[config.mk]
export PLATFORM = sky130hd
export DESIGN_NAME = alu_arb_flat
export DESIGN_NICKNAME = d
export VERILOG_FILES = /design/src/rtl/alu_pkg.sv /design/src/rtl/alu_arb_if.sv /design/src/rtl/alu_arb_alu.sv /design/src/rtl/alu_arb.sv /design/src/flat_wrapper.sv
export SDC_FILE = /design/constraint.sdc
export NUM_CORES = 1
export LEC_CHECK = 0
export CAP_MARGIN = 20
export CORE_ASPECT_RATIO = 1.5
export CORE_MARGIN = 4
export CORE_UTILIZATION = 40
export DETAILED_ROUTE_END_ITERATION = 10
export GPL_TIMING_DRIVEN = 0
export PLACE_DENSITY = 0.78
export SETUP_SLACK_MARGIN = 0.02
export SYNTH_ARGS = -nofsm -noshare
export SYNTH_HDL_FRONTEND = slang
export SYNTH_SLANG_ARGS = --single-unit
[constraint.sdc]
create_clock -name clk -period 3.55 [get_ports clk]
set_clock_uncertainty 0.2 [all_clocks]
set_input_delay 0.71 -clock clk [delete_from_list [all_inputs] [get_ports clk]]
set_output_delay 0.71 -clock clk [all_outputs]
set_load 0.005 [all_outputs]
[src/rtl/alu_pkg.sv]
// Shared ALU definitions: data width, opcode encoding and the output-slot state type.
package alu_pkg;

    localparam int DATA_W = 16;

    typedef logic [DATA_W-1:0] data_t;

    typedef enum logic [1:0] {
        OP_ADD   = 2'b00,
        OP_AND   = 2'b01,
        OP_XOR   = 2'b10,
        OP_PASSA = 2'b11
    } alu_op_e;

    typedef enum logic {
        SLOT_EMPTY = 1'b0,
        SLOT_HELD  = 1'b1
    } slot_state_e;

endpackage

[src/rtl/alu_arb_if.sv]
// Request/response bundle for the two requesters sharing the ALU.
// The master side is the requesters, the slave side is alu_arb.
interface alu_arb_if;
    import alu_pkg::*;

    logic    req0_valid;
    logic    req0_ready;
    data_t   req0_a;
    data_t   req0_b;
    alu_op_e req0_op;
    logic    rsp0_valid;
    data_t   rsp0_data;
    logic    rsp0_ready;

    logic    req1_valid;
    logic    req1_ready;
    data_t   req1_a;
    data_t   req1_b;
    alu_op_e req1_op;
    logic    rsp1_valid;
    data_t   rsp1_data;
    logic    rsp1_ready;

    modport master (
        output req0_valid, req0_a, req0_b, req0_op, rsp0_ready,
        output req1_valid, req1_a, req1_b, req1_op, rsp1_ready,
        input  req0_ready, rsp0_valid, rsp0_data,
        input  req1_ready, rsp1_valid, rsp1_data
    );

    modport slave (
        input  req0_valid, req0_a, req0_b, req0_op, rsp0_ready,
        input  req1_valid, req1_a, req1_b, req1_op, rsp1_ready,
        output req0_ready, rsp0_valid, rsp0_data,
        output req1_ready, rsp1_valid, rsp1_data
    );

endinterface

[src/rtl/alu_arb_alu.sv]
// Team 4-function ALU: ADD (mod 2^16), AND, XOR, PASSA. Purely combinational.
module alu_arb_alu
    import alu_pkg::*;
(
    input  data_t   a,
    input  data_t   b,
    input  alu_op_e op,
    output data_t   y
);

    // Select the function result for the current opcode.
    always_comb begin
        // NOTE: y gets a default before the case so no path leaves it unassigned (no latch).
        y = a;
        unique case (op)
            OP_ADD:   y = a + b;
            OP_AND:   y = a & b;
            OP_XOR:   y = a ^ b;
            OP_PASSA: y = a;
            default:  y = a;
        endcase
    end

endmodule

[src/rtl/alu_arb.sv]
// Two requesters share one ALU. The result lands in a single registered slot
// {state, owner, data}; a new grant is only possible when the slot is empty or
// its owner drains it in the same cycle.
module alu_arb
    import alu_pkg::*;
#(
    parameter int RR_EN = 1
) (
    input  logic       clk,
    input  logic       rst_n,
    alu_arb_if.slave   bus
);

    slot_state_e state_q, state_d;
    logic        owner_q, owner_d;
    data_t       data_q,  data_d;
    logic        ptr_q,   ptr_d;     // 1 = requester 1 wins the next tie

    logic        drain;
    logic        slot_free;
    logic        gnt0, gnt1;
    data_t       alu_a, alu_b, alu_y;
    alu_op_e     alu_op;

    // Decide which requester (if any) may use the ALU this cycle.
    always_comb begin
        drain     = (state_q == SLOT_HELD) && (owner_q ? bus.rsp1_ready : bus.rsp0_ready);
        slot_free = (state_q == SLOT_EMPTY) || drain;
        gnt0      = 1'b0;
        gnt1      = 1'b0;
        if (rst_n && slot_free) begin
            if (bus.req0_valid && bus.req1_valid) begin
                if ((RR_EN != 0) && ptr_q) gnt1 = 1'b1;
                else                       gnt0 = 1'b1;
            end else begin
                gnt0 = bus.req0_valid;
                gnt1 = bus.req1_valid;
            end
        end
    end

    // Route the granted requester's operands into the shared ALU.
    always_comb begin
        alu_a  = gnt1 ? bus.req1_a  : bus.req0_a;
        alu_b  = gnt1 ? bus.req1_b  : bus.req0_b;
        alu_op = gnt1 ? bus.req1_op : bus.req0_op;
    end

    alu_arb_alu u_alu (
        .a  (alu_a),
        .b  (alu_b),
        .op (alu_op),
        .y  (alu_y)
    );

    // Next slot contents: refill on grant, empty on a bare drain, else hold.
    always_comb begin
        state_d = state_q;
        owner_d = owner_q;
        data_d  = data_q;
        ptr_d   = ptr_q;
        if (gnt0 || gnt1) begin
            state_d = SLOT_HELD;
            owner_d = gnt1;
            data_d  = alu_y;
            ptr_d   = gnt0;
        end else if (drain) begin
            state_d = SLOT_EMPTY;
        end
    end

    // Slot FSM and priority pointer; reset discards any held result.
    always_ff @(posedge clk or negedge rst_n) begin
        if (!rst_n) begin
            state_q <= SLOT_EMPTY;
            owner_q <= 1'b0;
            data_q  <= '0;
            ptr_q   <= 1'b0;
        end else begin
            // NOTE: non-blocking updates so every flop samples pre-edge values.
            state_q <= state_d;
            owner_q <= owner_d;
            data_q  <= data_d;
            ptr_q   <= ptr_d;
        end
    end

    assign bus.req0_ready = gnt0;
    assign bus.req1_ready = gnt1;
    assign bus.rsp0_valid = (state_q == SLOT_HELD) && !owner_q;
    assign bus.rsp1_valid = (state_q == SLOT_HELD) &&  owner_q;
    assign bus.rsp0_data  = bus.rsp0_valid ? data_q : '0;
    assign bus.rsp1_data  = bus.rsp1_valid ? data_q : '0;

endmodule

[src/flat_wrapper.sv]
// flat-port wrapper written by rule: the top's interface ports become plain ports
module alu_arb_flat import alu_pkg::*;
#(
    parameter int RR_EN = 1
)
  (clk, rst_n, bus_req0_valid, bus_req0_a, bus_req0_b, bus_req0_op, bus_rsp0_ready, bus_req1_valid, bus_req1_a, bus_req1_b, bus_req1_op, bus_rsp1_ready, bus_req0_ready, bus_rsp0_valid, bus_rsp0_data, bus_req1_ready, bus_rsp1_valid, bus_rsp1_data);
  alu_arb_if bus_i ();
  input  logic clk;
  input  logic rst_n;
  input wire logic [$bits(bus_i.req0_valid)-1:0] bus_req0_valid;
  input wire logic [$bits(bus_i.req0_a)-1:0] bus_req0_a;
  input wire logic [$bits(bus_i.req0_b)-1:0] bus_req0_b;
  input wire logic [$bits(bus_i.req0_op)-1:0] bus_req0_op;
  input wire logic [$bits(bus_i.rsp0_ready)-1:0] bus_rsp0_ready;
  input wire logic [$bits(bus_i.req1_valid)-1:0] bus_req1_valid;
  input wire logic [$bits(bus_i.req1_a)-1:0] bus_req1_a;
  input wire logic [$bits(bus_i.req1_b)-1:0] bus_req1_b;
  input wire logic [$bits(bus_i.req1_op)-1:0] bus_req1_op;
  input wire logic [$bits(bus_i.rsp1_ready)-1:0] bus_rsp1_ready;
  output wire logic [$bits(bus_i.req0_ready)-1:0] bus_req0_ready;
  output wire logic [$bits(bus_i.rsp0_valid)-1:0] bus_rsp0_valid;
  output wire logic [$bits(bus_i.rsp0_data)-1:0] bus_rsp0_data;
  output wire logic [$bits(bus_i.req1_ready)-1:0] bus_req1_ready;
  output wire logic [$bits(bus_i.rsp1_valid)-1:0] bus_rsp1_valid;
  output wire logic [$bits(bus_i.rsp1_data)-1:0] bus_rsp1_data;
  assign bus_i.req0_valid = bus_req0_valid;
  assign bus_i.req0_a = bus_req0_a;
  assign bus_i.req0_b = bus_req0_b;
  assign bus_i.req0_op = bus_req0_op;
  assign bus_i.rsp0_ready = bus_rsp0_ready;
  assign bus_i.req1_valid = bus_req1_valid;
  assign bus_i.req1_a = bus_req1_a;
  assign bus_i.req1_b = bus_req1_b;
  assign bus_i.req1_op = bus_req1_op;
  assign bus_i.rsp1_ready = bus_rsp1_ready;
  assign bus_req0_ready = bus_i.req0_ready;
  assign bus_rsp0_valid = bus_i.rsp0_valid;
  assign bus_rsp0_data = bus_i.rsp0_data;
  assign bus_req1_ready = bus_i.req1_ready;
  assign bus_rsp1_valid = bus_i.rsp1_valid;
  assign bus_rsp1_data = bus_i.rsp1_data;
  alu_arb #(.RR_EN(RR_EN)) u_core (.clk(clk), .rst_n(rst_n), .bus(bus_i));
endmodule
Word-level counts from Yosys, hierarchy flattened
Cells that the tools add are included.
- register bits after elaboration: 19
- word-level logic and storage cells: 36
- add/subtract/negate cells: 1
- equality and inequality tests: 3
- multiplexer cells: 15
- bitwise logic cells: 3
- reduce and logical (&&, ||, !) cells: 10
- operators by type and width (kind ; count):
    2-to-1 mux 16 bit ; 4
    case mux 16 bit (4 select lines) ; 1
    adder 16 bit ; 1
    AND 16 bit ; 1
    XOR 16 bit ; 1
    2-to-1 mux 1 bit ; 9
    logical AND 1 bit ; 5
    equality test 2 bit (second input constant) ; 2
    equality test 2 x 1 -> 1 bit (second input constant) ; 1
    zero test 2 bit ; 1
    logical OR 1 bit ; 2
    2-to-1 mux 2 bit ; 1
    nonzero test 2 bit ; 1
    zero test 1 bit ; 1
    inverter 1 bit ; 1

Depth between registers and ports, before layout
Gate-level depths: netlist of run 1.
- depth in word-level cells: 8
- depth in mapped cells: 16

Hierarchy
From an unflattened synthesis of run 1, not the netlist that was laid out.
- cell total of the unflattened synthesis: 297
- area, all modules: 2645.0 sq um
- by module, submodules not included (module ; times used ; cells each ; area each (sq um) ; seq. area each (sq um)):
    alu_arb ; 1 ; 127 ; 1417.6 ; 475.5
    alu_arb_alu ; 1 ; 170 ; 1227.4 ; 0.0

Worst setup path before layout of run 1
Ideal clock, no wire load.
- kind: input to register
- start point: input port bus_rsp0_ready
- end point: register u_core.data_q[14]
- data arrival time: 3.746 ns
- slack: -0.521 ns
- stages on the path: 16
- path buffers: 4
- cell sequence: mux2_4 o2111ai_4 inv_4 buf_2 buf_1 buf_1 nand2_1 nand2_1 ha_1 clkbuf_1 a211oi_1 o21ai_0 nor3_1 o41ai_1 mux2i_1 o21ai_1
- cells in the longest elaborated chain, start to end: 8
- elaborated cells between the ends (all ways): 18
- classes of those cells: add/sub (1); eq/ne (3); mux (7); bitwise (2); reduce/logical (5)
- ends and longest elaborated chain (what ; line ; RTL):
    start, declared ; flat_wrapper.sv:14 ; input wire logic [$bits(bus_i.rsp0_ready)-1:0] bus_rsp0_ready;
    2-to-1 mux 1 bit * ; alu_arb.sv:27 ; drain = (state_q == SLOT_HELD) && (owner_q ? bus.rsp1_ready : bus.rsp0_ready);
    logical AND 1 bit * ; alu_arb.sv:27 ;
    logical OR 1 bit * ; alu_arb.sv:28 ; slot_free = (state_q == SLOT_EMPTY) || drain;
    logical AND 1 bit * ; alu_arb.sv:31 ; if (rst_n && slot_free) begin
    2-to-1 mux 1 bit ; alu_arb.sv:31 ;
    2-to-1 mux 16 bit (tied with other cells) ; alu_arb.sv:44 ; alu_a = gnt1 ? bus.req1_a : bus.req0_a;
    adder 16 bit (tied with other cells) ; alu_arb_alu.sv:16 ; OP_ADD: y = a + b;
    case mux 16 bit (4 select lines) ; alu_arb_alu.sv:15 ; unique case (op)
    end signal, assigned ; alu_arb.sv:83 ; data_q <= data_d;
    end, declared ; alu_arb.sv:16 ; data_t data_q, data_d;
Mark *: on every way between the ends. The rest lies on a longest branch, timed or not.
A chain may end at the register's enable or synchronous reset.

Final worst setup path of run 1
- start point: input port bus_rsp0_ready
- end point: register u_core.data_q[13]
Same word-level chain as after synthesis.

==> results of run 1 <==
## registers in the layout (all words and copies together), names as in the netlist
register and flops:
u_core.data_q 16, u_core.owner_q 1, u_core.ptr_q 1, u_core.state_q 1
## worst paths after layout
kind | start | endpoint | slack (ns) | depth (start not counted)
min reg2reg | u_core.data_q[7]$_DFFE_PN0P_ | u_core.data_q[7]$_DFFE_PN0P_ | 0.32 | 2
min | rst_n | u_core.data_q[10]$_DFFE_PN0P_ | 0.08 | 1
max | bus_rsp0_ready | u_core.data_q[13]$_DFFE_PN0P_ | -0.17 | 18
max reg2reg | u_core.owner_q$_DFFE_PN0P_ | u_core.data_q[13]$_DFFE_PN0P_ | -0.06 | 17
max in group asynchronous | rst_n | u_core.state_q$_DFFE_PN0P_ | 2.88 | 1
min in group clk | u_core.data_q[7]$_DFFE_PN0P_ | u_core.data_q[7]$_DFFE_PN0P_ | 0.32 | 2
## synthesized netlist by cell type, drive strengths merged, types with 2 or more instances
| master | n |
|---|---|
| nand2 | 118 |
| and3 | 37 |
| nor2 | 29 |
| o21ai | 24 |
| a21oi | 23 |
| dfrtp | 19 |
| clkbuf | 18 |
| ha | 16 |
| mux2i | 16 |
| inv | 15 |
| nor3 | 11 |
| o211ai | 7 |
| a211oi | 6 |
| o221ai | 6 |
| buf | 5 |
| nand3 | 5 |
| o22ai | 5 |
| xnor2 | 5 |
| a31oi | 4 |
| a21o | 3 |
| mux2 | 3 |
| nand2b | 3 |
| o2111ai | 3 |
| a221o | 2 |
| a221oi | 2 |
| nor3b | 2 |
| o211a | 2 |
| o21bai | 2 |
| o22a | 2 |
| o41ai | 2 |
| or4b | 2 |
## repair_timing
| item | CTS | global route |
|---|---|---|
| buffers inserted | 18 | 5 |
| pin swaps | 16 | 17 |
| gates resized for setup | 47 | 38 |
| endpoints found under the setup margin | 18 | 12 |
| cloned | 0 | 0 |
## critical path: cells and delay by family
family | cells | cell delay [ns]
AO/OA/AOI/OAI | 4 | 0.91
adder cells (fa/ha/maj) | 1 | 0.28
buffers and inverters | 7 | 0.91
multiplexers | 2 | 0.50
AND/OR/NAND/NOR | 4 | 0.38
## stage by stage
step	setup TNS (ns)	instances	setup WS, ns
after floorplan	-0.384	407	-0.116
after detailed placement	-20.98	591	-1.60
after CTS	-0.173	611	-0.0972
final	-0.945	616	-0.172
after global routing	-1.92	616	-0.255
after global placement	-20.65	591	-1.62
## metal layers
metal  part of all wire [%]  up-vias  global-route usage, %
li1                       -     1723                      -
met1                     38     1613                   29.5
met2                     52      159                   48.1
met3                    6.1       34                   2.21
met4                    4.3        0                   9.92
met5                      0        -                      0
## power by group through the flow
stage | Combinational [mW] | Clock (mW) | Sequential [mW]
floorplan | 0.801 | 0 | 0.367
global placement | 1.31 | 0 | 0.392
detailed placement | 1.32 | 0 | 0.400
CTS | 1.44 | 0.152 | 0.396
global route | 1.69 | 0.163 | 0.413
finish | 1.56 | 0.151 | 0.397
## layout make-up
class,count,area share [%]
plain buffers,21,3.57
clock buffers,3,0.921
clock inverters,1,0.112
inverters,15,1.31
multi-input cells,350,52.5
flip-flops and latches,19,10.6
well taps,76,2.12
repair buffers,131,28.8
## logic make-up (layout without fill, tap and decap cells)
group / Yosys count / after routing / synth area share [%]
mux: 19 / 19 / 7.78
simple gates: 210 / 210 / 34.6
flops: 19 / 19 / 17.6
buf+inv: 38 / 171 / 5.46
fa+ha+maj: 17 / 17 / 8.15
xor+xnor: 6 / 6 / 1.94
compound gates: 98 / 98 / 24.4
## placed cells by master, fill, tap and decap left out, types with 6 or more instances in the layout
cell type,instances
clkdlybuf4s50_1,103
a21oi_1,15
nor3_1,8
buf_6,6
o221ai_1,6
nand2_1,109
o21ai_1,6
nor2_1,29
o21ai_0,16
a21oi_2,8
mux2i_1,15
dfrtp_1,19
buf_4,19
clkbuf_8,6
clkbuf_1,11
inv_1,14
o211ai_1,7
ha_1,10
and3_1,37
==> impl_results.md, run 1 <==
- Largest net degree at the start of global routing: 22
- Final non-filler cell area: 0.00449 mm²
- Post-synth top area share: 17.6%
- Sequential share of the synthesized area: 17.6%
- Wirelength per Cell: 17.8 µm
- Area grow syn2layout: 66.0%
- Num CTS Buffers: 3
- Syn avg cell area: 6.64 µm²
- Reg area: 475 µm²
- CTS H-tree lvls: 1
- Post-Route Utilization: 68.7%
- CP arrival: 3.71 ns
- Die area: 0.00816 mm²
- Hold-fix buffers, CTS: 0
- Global-route wire length before repair: 16300 µm
- Crit path kind: input pin to flop
- Failing checks: setup timing
- Final period util: 105%
- Synth Instances: 407
- Pins Over Slew Limit: 0
- Top cell type by total area after synthesis: dfrtp_1
- Fillers: 557
- Sequential power share: 18.8%
- DP Area: 0.00398 mm²
- Max-cap violations: 0
- Most frequent CP cell: buf_8
- Antenna violations before repair: 0
- FP Rows: 36
- Ys Warns: 0
- Final worst path period need: 3.72 ns
- Worst setup EP type: flop
- Root Buffer Master: clkbuf_8
- Synth top area cells: dfrtp_1 (18%), nand2_1 (16%), and3_1 (8.6%)
- Ys flop type: dfrtp_1
- DRT Pass-1 Iters: 5
- Via count: 3529
- Worst-path cell chain: buf_6 > mux2_4 > o2111ai_4 > inv_4 > buf_8 > buf_8 > buf_8 > nand2_2 > nand2_1 > ha_1 > clkbuf_8 > nand4_1 > buf_4 > a211oi_4 > nor4_1 > o21bai_1 > mux2i_1 > o211a_1
- Initial Util: 41.4%
- Rel. slew slack: 46.3%
- CTS tree: done
- Final setup vio count: 9
- RePlAce Congestion: 0.924
- Max FO, Critical Path: 8
- Clock tree buffer depth: 2
- Clk_lat worst skew: 0.25 ns
- Peak supply drop: 0.179 mV
- Distinct cells, synth: 47
- Via/cell ratio: 5.73
- Post-route DRC violation count: 0
- Initial DRC count: 331
- Sink Count: 19
- I/O Buffers: 108
- Net Count, Synth: 498
- RSZ-0062 raised after global routing: true
- P_sw: 933 µW
- Total gr overflow: 0
- Clk pin slew, worst setup/hold paths: 0.08 ns
- Critical Path Start Type: input pin
- Area occupied by multi-input gates: 0.00236 mm²
- Vias in the first global route: 3411
- Final WL: 10900 µm
- Share of post-route cells with drive strength above 1: 16.1%
- Clock power share: 7.2%
- DP Wirelength: 8310 µm
- Pwr dens: 470 mW/mm²
- Antenna Nets Post-Route: 0
- DIE WIDTH: 75.1 µm
- Status: finished with violations
- Worst hold slack: 0.0821 ns
- Largest stage delay on the critical path: 0.33 ns
- Fin worst setup slack: -0.172 ns
- Mapped cell area: 0.00270 mm²
- Die span in y: 109 µm
- Fraction of registers with async set or reset after synthesis: 100%
- Combinational Power Share: 74.0%
- Placeable Area: 0.00653 mm²
- Post-synth EDFFs: 0
- ANT cells: 0
- Max Clk Rate: 0.269 GHz
- Hold Vio Cnt, Final: 0
- Power, Total: 2.11 mW
- Pint: 1.18 mW
- Worst endpoint required time: 3.54 ns
- Switch share: 44.2%
- Slew @ Worst Pin: 0.783 ns
- P_leak: 2.05 nW
- Critical-path top delay cell: o2111ai_4
- Ports: 110
- All-Layer GR Usage: 25.9%
- # nets final: 632
- Type of the most critical hold path: input pin to asynchronous set/reset pin
- Synth Register Bits: 19
No activity file was read; power rests on OpenSTA's default activity.
==> run 2: changes to the inputs <==
--- a/config.mk
+++ b/config.mk
@@ -11,8 +11,9 @@
 export CORE_UTILIZATION = 40
 export DETAILED_ROUTE_END_ITERATION = 10
 export GPL_TIMING_DRIVEN = 0
-export PLACE_DENSITY = 0.78
+export PLACE_DENSITY = 0.79
 export SETUP_SLACK_MARGIN = 0.02
 export SYNTH_ARGS = -nofsm -noshare
 export SYNTH_HDL_FRONTEND = slang
+export SYNTH_HIERARCHICAL = 1
 export SYNTH_SLANG_ARGS = --single-unit
==> run 2 against run 1 <==
Against the previous run: maximum frequency down 0.53%; routed wire length down 17%; area after synthesis down 2.1%; clock-buffer cell count up 1; the flow still finishes with violations (setup timing).
==> impl_results.md, run 2 <==
- Status: finished with violations (unchanged)
- Failing checks: setup timing (unchanged)
- Hold-fix buffers, CTS: 0 (unchanged)
- Distinct cells, synth: 56 (was 47)
- # nets final: 532 (was 632)
- CTS tree: done (unchanged)
- Clk pin slew, worst setup/hold paths: 0.07 ns (was 0.08 ns)
- FP Rows: 36 (unchanged)
- Worst setup EP type: flop (unchanged)
- Sequential share of the synthesized area: 18.0% (was 17.6%)
- Clock tree buffer depth: 2 (unchanged)
- Final worst path period need: 3.74 ns (was 3.72 ns)
- Fraction of registers with async set or reset after synthesis: 100% (unchanged)
- Power, Total: 1.91 mW (was 2.11 mW)
- Final WL: 9120 µm (was 10900 µm)
- Placeable Area: 0.00649 mm² (was 0.00653 mm²)
- Crit path kind: flop to flop (was input pin to flop)
- Post-route DRC violation count: 0 (unchanged)
- Pins Over Slew Limit: 0 (unchanged)
- Total gr overflow: 0 (unchanged)
- Synth Register Bits: 19 (unchanged)
- Net Count, Synth: 388 (was 498)
- Initial DRC count: 117 (was 331)
- Largest net degree at the start of global routing: 12 (was 22)
- Post-synth top area share: 22.6% (was 17.6%)
- Worst endpoint required time: 3.49 ns (was 3.54 ns)
- Root Buffer Master: clkbuf_8 (unchanged)
- Die area: 0.00800 mm² (was 0.00816 mm²)
- Max FO, Critical Path: 4 (was 8)
- Most frequent cells after synthesis: mux2_2 (53), a21oi_1 (21), nand2_1 (20), and3_1 (19), dfrtp_1 (19) (was nand2_1 (118), and3_1 (37), nor2_1 (29), a21oi_1 (23), o21ai_0 (21))
- Fin worst setup slack: -0.191 ns (was -0.172 ns)
- ANT cells: 0 (unchanged)
- Max Clk Rate: 0.267 GHz (was 0.269 GHz)
- Top cell type by total area after synthesis: mux2_2 (was dfrtp_1)
- Hold Vio Cnt, Final: 0 (unchanged)
- Pwr dens: 411 mW/mm² (was 470 mW/mm²)
- Pre-CTS setup slack: -1.92 ns (was -1.60 ns)
- Setup slack, reg-to-reg: -0.19 ns (was -0.06 ns)
- I/O Buffers: 109 (was 108)
- Via count: 2914 (was 3529)
- Post-route setup TNS: -1.07 ns (was -0.945 ns)
- P_leak: 1.92 nW (was 2.05 nW)
- DRT Pass-1 Iters: 4 (was 5)
- RePlAce Congestion: 0.893 (was 0.924)
- Largest register by flop count: u_core/data_q (was u_core.data_q)
- Antenna violations before repair: 0 (unchanged)
- Vias in the first global route: 2856 (was 3411)
- Ys flop type: dfrtp_1 (unchanged)
- Clk_lat worst skew: 0.25 ns (about the same)
- Most frequent cell after synthesis: mux2_2 (was nand2_1)
- Synth Instances: 297 (was 407)
- Most frequent cells in the layout: clkdlybuf4s50_1 (104), mux2_2 (30), buf_4 (27), mux2_4 (25), dfrtp_1 (19) (was nand2_1 (109), clkdlybuf4s50_1 (103), and3_1 (37), nor2_1 (29))
- Ports: 110 (unchanged)
- Rel. slew slack: 54.3% (was 46.3%)
- CTS H-tree lvls: 1 (unchanged)
- Synth top area cells: mux2_2 (23%), dfrtp_1 (18%), ha_1 (7.6%) (was dfrtp_1 (18%), nand2_1 (16%), and3_1 (8.6%))
- Ys Warns: 6 (was 0)
- Post-synth EDFFs: 0 (unchanged)
- Share of post-route cells with drive strength above 1: 35.5% (was 16.1%)
- Critical Path Start Type: flop (was input pin)
- Max-cap violations: 0 (unchanged)
- CP arrival: 3.68 ns (was 3.71 ns)
- Max reg flops: 16 (unchanged)
- Global-route wire length before repair: 13700 µm (was 16300 µm)
- Via/cell ratio: 5.65 (was 5.73)
- Slew @ Worst Pin: 0.685 ns (was 0.783 ns)
- RSZ-0062 raised after global routing: true (unchanged)
- Syn avg cell area: 8.91 µm² (was 6.64 µm²)
- Final setup vio count: 9 (unchanged)
- All-Layer GR Usage: 21.8% (was 25.9%)
- Most common cell after layout, fill and taps aside: clkdlybuf4s50_1 (was nand2_1)
- Num CTS Buffers: 3 (unchanged)
- DP Wirelength: 6810 µm (was 8310 µm)
- Antenna Nets Post-Route: 0 (unchanged)
- Mapped cell area: 0.00265 mm² (was 0.00270 mm²)
- Initial Util: 40.8% (was 41.4%)
- Wirelength per Cell: 17.7 µm (was 17.8 µm)
- Sink Count: 19 (unchanged)
- DIE WIDTH: 74.4 µm (was 75.1 µm)
- Type of the most critical hold path: input pin to asynchronous set/reset pin (unchanged)
- Die span in y: 108 µm (was 109 µm)
- Peak supply drop: 0.167 mV (was 0.179 mV)
- Area grow syn2layout: 75.4% (was 66.0%)
- Final period util: 105% (about the same)
-- run 2: logic make-up (layout without fill, tap and decap cells) --
group	count (synthesis)	after routing	share of synthesized area, %
DFF	19	19	18.0
AOI/OAI and AO/OA	72	72	19.3
xor gates and xnor gates	5	5	1.66
buffers and inverters	23	166	4.49
muxes	70	70	29.7
and+or+nand+nor	91	91	18.5
adders and majority gates	17	17	8.33
-- run 2: stage by stage --
step           hold slack, ns  instance area [µm²]  cells  utilization (%)
3_5_place_dp            0.312                 4030    482             62.1
3_3_place_gp            0.299                 4030    482             62.1
5_1_grt                0.0347                 4640    516             71.5
6_report               0.0400                 4640    516             71.5
4_1_cts                0.0436                 4500    507             69.4
2_1_floorplan           0.214                 2840    297                -
-- run 2: layer usage --
metal	routed length (µm)	vias to the layer above	global-route usage [%]	part of all wire [%]
met4	140	0	6.62	1.5
met1	3420	1413	25.0	37
met2	5080	87	41.2	56
met5	0	-	0	0
li1	-	1406	-	-
met3	482	8	1.78	5.3
-- run 2: where the power goes --
group | internal (mW) | total [mW] | leakage (nW) | switching (mW)
Sequential | 0.314 | 0.390 | 0.223 | 0.0762
Clock | 0.0797 | 0.150 | 0.0228 | 0.0704
Combinational | 0.804 | 1.37 | 1.67 | 0.561
-- run 2: worst max-delay path: stages (launching register included) --
cell and delay (ns):
dfrtp_1 0.42, mux2i_4 0.22, a221oi_4 0.40, buf_6 0.19, buf_4 0.12, mux2_4 0.33, fa_2 0.38, a21o_1 0.18
buf_4 0.15, a31o_4 0.24, a21oi_2 0.15, nor3_1 0.06, o31a_1 0.32, mux2_4 0.27
-- run 2: final timing paths --
kind / from / endpoint / depth (start not counted)
worst min register to register: u_core/data_q[9]$_DFFE_PN0P_ / u_core/data_q[9]$_DFFE_PN0P_ / 1
worst max register to register: u_core/owner_q$_DFFE_PN0P_ / u_core/data_q[6]$_DFFE_PN0P_ / 13
worst max-delay path: u_core/owner_q$_DFFE_PN0P_ / u_core/data_q[6]$_DFFE_PN0P_ / 13
max in group asynchronous: rst_n / u_core/data_q[7]$_DFFE_PN0P_ / 1
min in group clk: u_core/data_q[9]$_DFFE_PN0P_ / u_core/data_q[9]$_DFFE_PN0P_ / 1
worst min-delay path: rst_n / u_core/owner_q$_DFFE_PN0P_ / 1
-- run 2: final cells by class --
type	instances	area, µm²
well taps	76	95.1
inverters	4	15.0
plain buffers	15	87.6
clock buffers	4	45.0
multi-input cells	255	2480
flip-flops and latches	19	475
fillers	508	1850
repair buffers	143	1440
-- run 2: timing repair --
item	in CTS	in global routing
buffers inserted	23	10
gates cloned	2	0
setup endpoints to repair	18	11
pin swaps	24	24
resized for setup	75	24
